--- src/rtl/wavetable_voice_scheduler_pkg.sv ---
// wavetable_voice_scheduler_pkg: shared widths and FSM state encodings for the voice scheduler
package wavetable_voice_scheduler_pkg;
    localparam int PHASE_W  = 32;
    localparam int ADDR_W   = 16;
    localparam int SAMPLE_W = 16;
    localparam logic [2:0] S_IDLE  = 3'd0;
    localparam logic [2:0] S_ISSUE = 3'd1;
    localparam logic [2:0] S_WAIT  = 3'd2;
    localparam logic [2:0] S_ACCUM = 3'd3;
    localparam logic [2:0] S_DONE  = 3'd4;
endpackage

--- src/rtl/wavetable_voice_scheduler_voice_regfile.sv ---
// voice_regfile: per-voice tuning word, phase accumulator and enable storage
//   clk, rst           clock, asynchronous active-high reset
//   cfg_*              config write port (inc, enable, optional phase clear)
//   rd_voice           voice selected for reading and stepping
//   rd_addr, rd_en     top phase bits and enable of the selected voice
//   step               advance the selected voice's phase by its tuning word
module voice_regfile
    import wavetable_voice_scheduler_pkg::*;
#(
    parameter int NUM_VOICES = 4,
    parameter int VOICE_BITS = 2
) (
    input  logic                  clk,
    input  logic                  rst,
    input  logic                  cfg_we,
    input  logic [VOICE_BITS-1:0] cfg_voice,
    input  logic [PHASE_W-1:0]    cfg_inc,
    input  logic                  cfg_en,
    input  logic                  cfg_phase_clr,
    input  logic [VOICE_BITS-1:0] rd_voice,
    output logic [ADDR_W-1:0]     rd_addr,
    output logic                  rd_en,
    input  logic                  step
);
    logic [PHASE_W-1:0]    phase [NUM_VOICES];
    logic [PHASE_W-1:0]    inc   [NUM_VOICES];
    logic [NUM_VOICES-1:0] en;

    assign rd_addr = phase[rd_voice][PHASE_W-1 -: ADDR_W];
    assign rd_en   = en[rd_voice];

    // The config write is placed after the step so that, for the same voice,
    // a phase clear overrides the increment.
    always_ff @(posedge clk or posedge rst) begin
        if (rst) begin
            phase <= '{default: '0};
            inc   <= '{default: '0};
            en    <= '0;
        end else begin
            if (step)
                phase[rd_voice] <= phase[rd_voice] + inc[rd_voice];
            if (cfg_we) begin
                inc[cfg_voice] <= cfg_inc;
                en[cfg_voice]  <= cfg_en;
                if (cfg_phase_clr)
                    phase[cfg_voice] <= '0;
            end
        end
    end
endmodule

--- src/rtl/wavetable_voice_scheduler.sv ---
// wavetable_voice_scheduler: shares one synchronous wavetable among voices and mixes one sample per tick
//   i_clk, i_rst        clock, asynchronous active-high reset
//   i_tick              sample-rate strobe starting a frame
//   i_cfg_*             voice config write (inc, enable, phase clear)
//   o_addr, i_data      wavetable address out, signed sample in
//   o_sample(_valid)    averaged mix and its one-cycle strobe
//   o_busy, o_overrun   frame in progress, sticky dropped-tick flag
module wavetable_voice_scheduler
    import wavetable_voice_scheduler_pkg::*;
#(
    parameter int NUM_VOICES  = 4,
    parameter int VOICE_BITS  = 2,
    parameter int ROM_LATENCY = 1
) (
    input  logic                  i_clk,
    input  logic                  i_rst,
    input  logic                  i_tick,
    input  logic                  i_cfg_we,
    input  logic [VOICE_BITS-1:0] i_cfg_voice,
    input  logic [PHASE_W-1:0]    i_cfg_inc,
    input  logic                  i_cfg_en,
    input  logic                  i_cfg_phase_clr,
    output logic [ADDR_W-1:0]     o_addr,
    input  logic [SAMPLE_W-1:0]   i_data,
    output logic [SAMPLE_W-1:0]   o_sample,
    output logic                  o_sample_valid,
    output logic                  o_busy,
    output logic                  o_overrun
);
    localparam int ACC_W = SAMPLE_W + VOICE_BITS;

    logic [2:0]            state;
    logic [VOICE_BITS-1:0] v;
    logic [2:0]            wcnt;
    logic [ACC_W-1:0]      acc;
    logic                  en_lat;
    logic                  rd_en;
    logic [ADDR_W-1:0]     rd_addr;

    voice_regfile #(.NUM_VOICES(NUM_VOICES), .VOICE_BITS(VOICE_BITS)) u_regs (
        .clk          (i_clk),
        .rst          (i_rst),
        .cfg_we       (i_cfg_we),
        .cfg_voice    (i_cfg_voice),
        .cfg_inc      (i_cfg_inc),
        .cfg_en       (i_cfg_en),
        .cfg_phase_clr(i_cfg_phase_clr),
        .rd_voice     (v),
        .rd_addr      (rd_addr),
        .rd_en        (rd_en),
        .step         (state == S_ISSUE && rd_en)
    );

    always_ff @(posedge i_clk or posedge i_rst) begin
        if (i_rst) begin
            state          <= S_IDLE;
            v              <= '0;
            wcnt           <= '0;
            acc            <= '0;
            en_lat         <= 1'b0;
            o_addr         <= '0;
            o_sample       <= '0;
            o_sample_valid <= 1'b0;
            o_busy         <= 1'b0;
            o_overrun      <= 1'b0;
        end else begin
            o_sample_valid <= 1'b0;
            if (i_tick && state != S_IDLE)
                o_overrun <= 1'b1;
            case (state)
                S_IDLE: if (i_tick) begin
                    acc    <= '0;
                    v      <= '0;
                    o_busy <= 1'b1;
                    state  <= S_ISSUE;
                end
                S_ISSUE: begin
                    // Enable is latched here so a later config write cannot
                    // change whether this voice's returning sample is used.
                    en_lat <= rd_en;
                    if (rd_en)
                        o_addr <= rd_addr;
                    wcnt  <= '0;
                    state <= S_WAIT;
                end
                S_WAIT: begin
                    wcnt <= wcnt + 3'd1;
                    if (wcnt == 3'(ROM_LATENCY - 1))
                        state <= S_ACCUM;
                end
                S_ACCUM: begin
                    if (en_lat)
                        acc <= acc + {{VOICE_BITS{i_data[SAMPLE_W-1]}}, i_data};
                    if (v == VOICE_BITS'(NUM_VOICES - 1))
                        state <= S_DONE;
                    else begin
                        v     <= v + VOICE_BITS'(1);
                        state <= S_ISSUE;
                    end
                end
                S_DONE: begin
                    // Dropping the low bits is an arithmetic shift by VOICE_BITS.
                    o_sample       <= acc[ACC_W-1:VOICE_BITS];
                    o_sample_valid <= 1'b1;
                    o_busy         <= 1'b0;
                    state          <= S_IDLE;
                end
                default: state <= S_IDLE;
            endcase
        end
    end
endmodule
--- config.mk ---
export PLATFORM = sky130hd
export DESIGN_NAME = wavetable_voice_scheduler
export DESIGN_NICKNAME = d
export VERILOG_FILES = /design/src/rtl/wavetable_voice_scheduler_pkg.sv /design/src/rtl/wavetable_voice_scheduler_voice_regfile.sv /design/src/rtl/wavetable_voice_scheduler.sv
export SDC_FILE = /design/constraint.sdc
export NUM_CORES = 1
export LEC_CHECK = 0
export ABC_AREA = 1
export BUFFER_PORTS_ARGS = -buffer_cell sky130_fd_sc_hd__buf_4
export CAP_MARGIN = 25
export CORE_AREA = 3 3 170 172
export CTS_BUF_LIST = sky130_fd_sc_hd__clkbuf_4
export DETAILED_ROUTE_END_ITERATION = 7
export DIE_AREA = 0 0 173 175
export GPL_TIMING_DRIVEN = 0
export HOLD_SLACK_MARGIN = 0.15
export PLACE_DENSITY = 0.82
export SETUP_SLACK_MARGIN = 0.4
export SYNTH_ARGS = -nofsm -noshare
export SYNTH_HDL_FRONTEND = slang
export SYNTH_HIERARCHICAL = 1
export SYNTH_SLANG_ARGS = --single-unit
--- constraint.sdc ---
create_clock -name i_clk -period 9.84 [get_ports i_clk]
set_input_delay 0.492 -clock i_clk [delete_from_list [all_inputs] [get_ports i_clk]]
set_output_delay 0.492 -clock i_clk [all_outputs]
set_load 0.05 [all_outputs]
==> reports/results.tsv, run 1 <==
metric	value	unit
outcome	finished with violations	
failing checks	DRC	
vias in the first global route	16919	
Synth Area in Compound Gates	16.4	%
first-pass GRT wire length	87800	um
share of layout cells above drive strength 1	11.9	%
hold path depth	5	
drt first pass iters	8	
met1 WL	21200	um
Post-Syn Nets	2427	
PD cells	303	nW/um^2
Seq cells post-synth	322	
WL met2	25400	um
Vias/cell	5.77	
total die area	30300	um^2
clk sinks	322	
Root Driver	clkbuf_4	
placement row count	61	
drc violations	12	
Clock Skews	69.8	ps
placed insts	2788	
H-tree Lvls	3	
worst endpoint required time	10400	ps
minimum clock period	4340	ps
Critical Path End Type	flip-flop	
TritonCTS clock tree	built	
WL final	55900	um
Synth Warn #	6	
post-synthesis async set-or-reset flop share	100	%
mux contribution to synthesized area	0	%
drt wl/cell	18.9	um
total global-route track usage	36.8	%
Area Growth Syn to Fin	14.5	%
Pwr Total	6120	uW
post-CTS setup buffer count	0	
largest family of logic cells by synthesized area	simple AND/OR/NAND/NOR gates	
RR Endpoint	u_regs/phase[95]	
top post-synthesis cells by area	dfrtp_1 46%, nand2_1 14%, inv_1 7.7%	
maximum clock frequency	230	MHz
die width	173	um
top cell type's share of synthesized area	45.7	%
clk buf depth	3	
Synth top cells by count	670 x nand2_1, 362 x inv_1, 322 x dfrtp_1	
Buffers on Ports	90	
Vias	17070	
Critical Path AT	4910	ps
max layer used	met5	
Clock Latency Late Sink	730	ps
sequential-to-total area share from yosys stat	45.7	%
cts bufs inserted	83	
Initial Util	63.8	%
startpoint types	flip-flop	
worst slew pin tran	915	ps
Post-Route Utilization	73.1	%
number of DRC markers in iteration 0	1652	
Hold Vio Cnt, Final	0	
antenna-violating nets left	0	
final worst path period share	44.2	%
Slew headroom	39.0	%
Cells after Synth	2318	
core outline area	27600	um^2
Final Non-Filler Cells	2957	
Hold Crit Start	i_data[14]	
cell taking the most area after synthesis	dfrtp_1	
Nets	2641	
GR Overflow Total	0	
leakage	0.0115	uW
path depth of the worst reg2reg path	14	
Max Cap Viol	0	
xor and xnor area share after synthesis	1.07	%
Reg clk slew, reported paths	60	ps
library cells used by synthesis	45	
fraction of the mapped netlist area in simple logic gates	22.3	%
Syn Std Cell Area	17600	um^2
largest net degree at the start of global routing	142	
Setup-failing EPs final	0	
routability cong.	0.979	
worst flop-to-flop path startpoint	v[0]	
peak supply drop	170	uV
Hold Path Class	primary input to flip-flop	
met3 wire length	6020	um
Crit Path Max Fanout	11	
FF-to-FF setup slack	5500	ps
mean area per synthesized cell	7.61	um^2
Most used DFF post-synth	dfrtp_1	
Vert. Die Dim	175	um
fraction of the mapped netlist area in adder cells	3.85	%
Min Hold Slack	257	ps
EDFF count, synth	0	
RSZ-0062 raised after global routing	no	
Worst Path Class, Setup	flip-flop to flip-flop	
antenna violations before repair	2	
Max Slew Vio Count	0	
Hold Crit Endpoint	acc[14]	
Top Ports	91	
half-perimeter wire length after placement	39700	um
most frequent cell after synthesis	nand2_1	
metrics by stage:
step	setup TNS (ps)	area (um^2)	setup WS, ps
4_1_cts	0	20200	5710
5_1_grt	0	20200	5450
3_5_place_dp	0	18800	5780
6_report	0	20200	5500
3_3_place_gp	-108610	18800	-441
2_1_floorplan	0	17600	2190
cell families (layout without fill, tap and decap cells):
family,after synthesis,count (layout)
AND/OR/NAND/NOR,951,951
AO/OA/AOI/OAI,490,490
buffers and inverters,483,743
flip-flops,322,322
adder cells (fa/ha/maj),53,53
XOR/XNOR,19,19
other,0,1
report_power, final:
group	leakage (uW)	internal [uW]	switching, uW
combinational	0.00670	947	2180
sequential	0.00417	1670	205
clock	0.000581	574	543
layout make-up:
class                      instances  area, um^2
multi-input combinational       1513        7690
clock inverter                    13         100
inverter                         388        1470
fill                            2291        7430
antenna                            1        2.50
tap                              378         473
buffer                            95         418
timing repair buffer             129        1090
clock buffer                     118         886
sequential                       322        8060
what timing repair did:
| action | CTS | global route |
|---|---|---|
| gates resized for setup | 0 | 0 |
| hold buffers | 37 | 0 |
| endpoints found under the hold margin | 284 | 0 |
worst max-delay path by stage:
stage | endpoint | slack [ps] | from
floorplan | u_regs/en[0] | 2190 | i_rst
global placement | u_regs/inc[66] | -440 | i_rst
detailed placement | u_regs/phase[91] | 5780 | v[0]
CTS | u_regs/phase[95] | 5710 | v[0]
global route | u_regs/phase[95] | 5450 | v[0]
finish | u_regs/phase[95] | 5500 | v[0]
placed cells by master, fill, tap and decap left out, types with 42 or more instances in the layout:
cell / n
nand3_1: 153
clkbuf_1: 62
clkbuf_4: 118
a22oi_1: 103
a21oi_1: 50
nand2_1: 670
inv_1: 360
buf_4: 93
dfrtp_1: 322
o21ai_0: 241
nor2_1: 72
o21bai_1: 42
ha_1: 51
critical path, stage by stage, from the launching register on:
cell      delay, ps
dfrtp_1         500
nor2_2          210
buf_2           350
buf_1           660
a22oi_1         200
nand3_1         300
nand2_4         180
inv_4           120
buf_6           150
inv_1           110
nor2_2          400
clkbuf_1        680
nand3_1         190
nand2_1          90
inv_1            40
registers in the layout, indices dropped and copies added (netlist names), 2 cells and up:
register and count:
o_sample 16, acc 18, u_regs/phase 128, wcnt 3, u_regs/inc 128, state 3, u_regs/en 4, v 2
o_addr 16
layer usage:
layer | vias up | track usage (%)
li1 | 7879 | -
met1 | 7922 | 45.7
met2 | 1038 | 59.6
met3 | 229 | 9.41
met4 | 2 | 19.4
met5 | - | 0
No activity file was read; power rests on OpenSTA's default activity.
==> run 2: changes to the inputs <==
--- a/config.mk
+++ b/config.mk
@@ -8,13 +8,13 @@
 export ABC_AREA = 1
 export BUFFER_PORTS_ARGS = -buffer_cell sky130_fd_sc_hd__buf_4
 export CAP_MARGIN = 25
-export CORE_AREA = 3 3 170 172
+export CORE_AREA = 3 3 179 181
 export CTS_BUF_LIST = sky130_fd_sc_hd__clkbuf_4
 export DETAILED_ROUTE_END_ITERATION = 7
-export DIE_AREA = 0 0 173 175
+export DIE_AREA = 0 0 182 184
 export GPL_TIMING_DRIVEN = 0
 export HOLD_SLACK_MARGIN = 0.15
-export PLACE_DENSITY = 0.82
+export PLACE_DENSITY = 0.78
 export SETUP_SLACK_MARGIN = 0.4
 export SYNTH_ARGS = -nofsm -noshare
 export SYNTH_HDL_FRONTEND = slang
==> constraint.sdc (replaced) <==
create_clock -name i_clk -period 3.7 [get_ports i_clk]
set_input_delay 0.185 -clock i_clk [delete_from_list [all_inputs] [get_ports i_clk]]
set_output_delay 0.185 -clock i_clk [all_outputs]
set_load 0.05 [all_outputs]
==> run 2 against run 1 <==
Net effect:
- the run now ends clean
- clock power rose to 2.8 times the previous value
- critical path depth up 3
- clock skew down 6.4 ps
- count of clock-buffer cells in the layout unchanged
- cell count up 2.7%
- via count up 1.4%
- critical path type unchanged
- critical endpoint is now u_regs/phase[88]
- largest power group unchanged
- highest routed layer is now met4
==> reports/results.tsv, run 2 (synthesis results as in run 1) <==
metric	value	unit	change
outcome	completed		was finished with violations
share of layout cells above drive strength 1	15.7	%	was 11.9%
Max Slew Vio Count	0		unchanged
RSZ-0062 raised after global routing	yes		was no
leakage	0.0118	uW	was 0.0115 uW
Area Growth Syn to Fin	20.5	%	was 14.5%
WL final	57800	um	was 55900 um
Nets	2688		was 2641
routability cong.	0.985		was 0.979
antenna-violating nets left	0		unchanged
Slew headroom	45.1	%	was 39.0%
Regs by FF count	u_regs/inc (128), u_regs/phase (128), acc (18)		unchanged
Critical Path AT	3830	ps	was 4910 ps
H-tree Lvls	3		unchanged
drt wl/cell	19.0	um	was 18.9 um
register area	8060	um^2	about the same
TritonCTS clock tree	built		unchanged
most frequent cells in the layout	661 x nand2_1, 360 x inv_1, 320 x dfrtp_1		was 670 x nand2_1, 360 x inv_1, 322 x dfrtp_1
GR Overflow Total	0		unchanged
met3 wire length	5820	um	was 6020 um
Buffers on Ports	90		unchanged
half-perimeter wire length after placement	40700	um	was 39700 um
worst endpoint required time	4330	ps	was 10400 ps
Setup-failing EPs final	0		unchanged
Reg clk slew, reported paths	60	ps	about the same
vias in the first global route	17101		was 16919
total global-route track usage	34.3	%	was 36.8%
clk sinks	322		unchanged
final worst path period share	86.3	%	was 44.2%
drc violations	0		was 12
Clock Skews	63.4	ps	was 69.8 ps
Clock Latency Late Sink	790	ps	was 730 ps
Root Driver	clkbuf_4		unchanged
Vias	17308		was 17070
Vert. Die Dim	184	um	was 175 um
maximum clock frequency	313	MHz	was 230 MHz
Initial Util	57.6	%	was 63.8%
path depth of the worst reg2reg path	17		was 14
Crit Path Max Fanout	10		was 11
max layer used	met4		was met5
Vias/cell	5.70		was 5.77
PD cells	807	nW/um^2	was 303 nW/um^2
core outline area	30600	um^2	was 27600 um^2
Hold Crit Endpoint	u_regs/inc[32]		was acc[14]
pre-CTS setup slack	-410	ps	was 5780 ps
Hold Path Class	primary input to flip-flop		unchanged
worst flop-to-flop path startpoint	v[1]		was v[0]
WL met2	26900	um	was 25400 um
startpoint types	flip-flop		unchanged
minimum clock period	3190	ps	was 4340 ps
area of the multi-input gates	8070	um^2	was 7690 um^2
RR Endpoint	u_regs/phase[88]		was u_regs/phase[95]
setup ws final	505	ps	was 5500 ps
number of DRC markers in iteration 0	1735		was 1652
FF-to-FF setup slack	510	ps	was 5500 ps
met1 WL	22600	um	was 21200 um
Critical Path End Type	flip-flop		unchanged
Setup TNS	0	ps	unchanged
hold path depth	4		was 5
peak supply drop	362	uV	was 170 uV
antenna violations before repair	1		was 2
Top Ports	91		unchanged
Hold Crit Start	i_cfg_inc[0]		was i_data[14]
Hold Vio Cnt, Final	0		unchanged
placement row count	64		was 61
cts bufs inserted	86		was 83
commonest non-fill, non-tap cell in the layout	nand2_1		unchanged
Worst Path Class, Setup	flip-flop to flip-flop		unchanged
largest net degree at the start of global routing	46		was 142
total die area	33500	um^2	was 30300 um^2
clk buf depth	3		unchanged
drt first pass iters	6		was 8
Max Cap Viol	0		unchanged
worst slew pin tran	824	ps	was 915 ps
first-pass GRT wire length	89900	um	was 87800 um
FILL cells	2516		was 2291
die width	182	um	was 173 um
==> run 2: changes by cell type in the layout (fill, tap and decap cells not counted), sizes merged <==
cell	before	now
clkinv	14	31
dlygate4sd3	37	71
clkbuf	180	179
diode	1	2
buf	125	136
==> run 2: worst max-delay path by stage <==
stage	startpoint	to	slack (ps)	cells past startpoint
global route	v[1]	u_regs/phase[87]	340	20
floorplan	i_rst	u_regs/en[0]	90	1
global placement	i_rst	u_regs/phase[102]	-1410	2
detailed placement	v[0]	u_regs/phase[92]	-410	14
CTS	v[1]	u_regs/phase[59]	400	17
finish	v[1]	u_regs/phase[88]	510	17
==> run 2: report_power, final <==
| part | internal (uW) | total [uW] | switching, uW |
|---|---|---|---|
| clock network | 1550 | 3100 | 1550 |
| registers | 4440 | 5000 | 558 |
| logic | 3020 | 9040 | 6020 |
| total | 9010 | 17100 | 8130 |
==> run 2: area by class of cell <==
type,count,share of cell area (%)
Multi-Input combinational cell,1513,38.0
Clock inverter,30,0.766
Clock buffer,118,4.17
Buffer,95,2.44
Antenna cell,2,0.0236
Inverter,388,6.90
Tap cell,396,2.33
Sequential cell,322,37.9
Timing Repair Buffer,173,7.42
==> run 2: critical path, cell delays in order (launching register included) <==
cell and delay [ps]:
dfrtp_2 440, inv_2 80, nand2_2 100, inv_2 50
buf_6 160, clkbuf_4 230, a22oi_1 170, nand3_1 290
ha_4 410, nand2_1 110, nor2_2 240, nand2_1 110
nor2_1 140, nand2_2 100, nand4_1 180, nand3_1 110
nand2_1 80, inv_1 30
==> run 2: timing repair <==
action	4_1_cts	5_1_grt
endpoints found under the hold margin	353	0
pin swaps	0	2
buffers inserted	0	4
hold buffers	71	0
endpoints found under the setup margin	128	123
resized for setup	48	86
==> run 2: through the flow <==
step | util [%] | instance area [um^2] | hold WS [ps] | instances | power (uW)
after floorplan | - | 17600 | 306 | 2318 | 10600
after global placement | 61.5 | 18800 | 410 | 2804 | 12800
after detailed placement | 62.0 | 19000 | 245 | 2812 | 13000
after CTS | 68.1 | 20800 | 214 | 3031 | 16400
after global routing | 69.4 | 21200 | 264 | 3036 | 18300
final | 69.4 | 21200 | 244 | 3037 | 17100
==> run 2: metal layers <==
metal | global-route usage (%) | vias to the layer above
li1 | - | 7988
met1 | 44.6 | 8206
met2 | 55.8 | 933
met3 | 7.00 | 181
met4 | 15.9 | 0
met5 | 0 | -
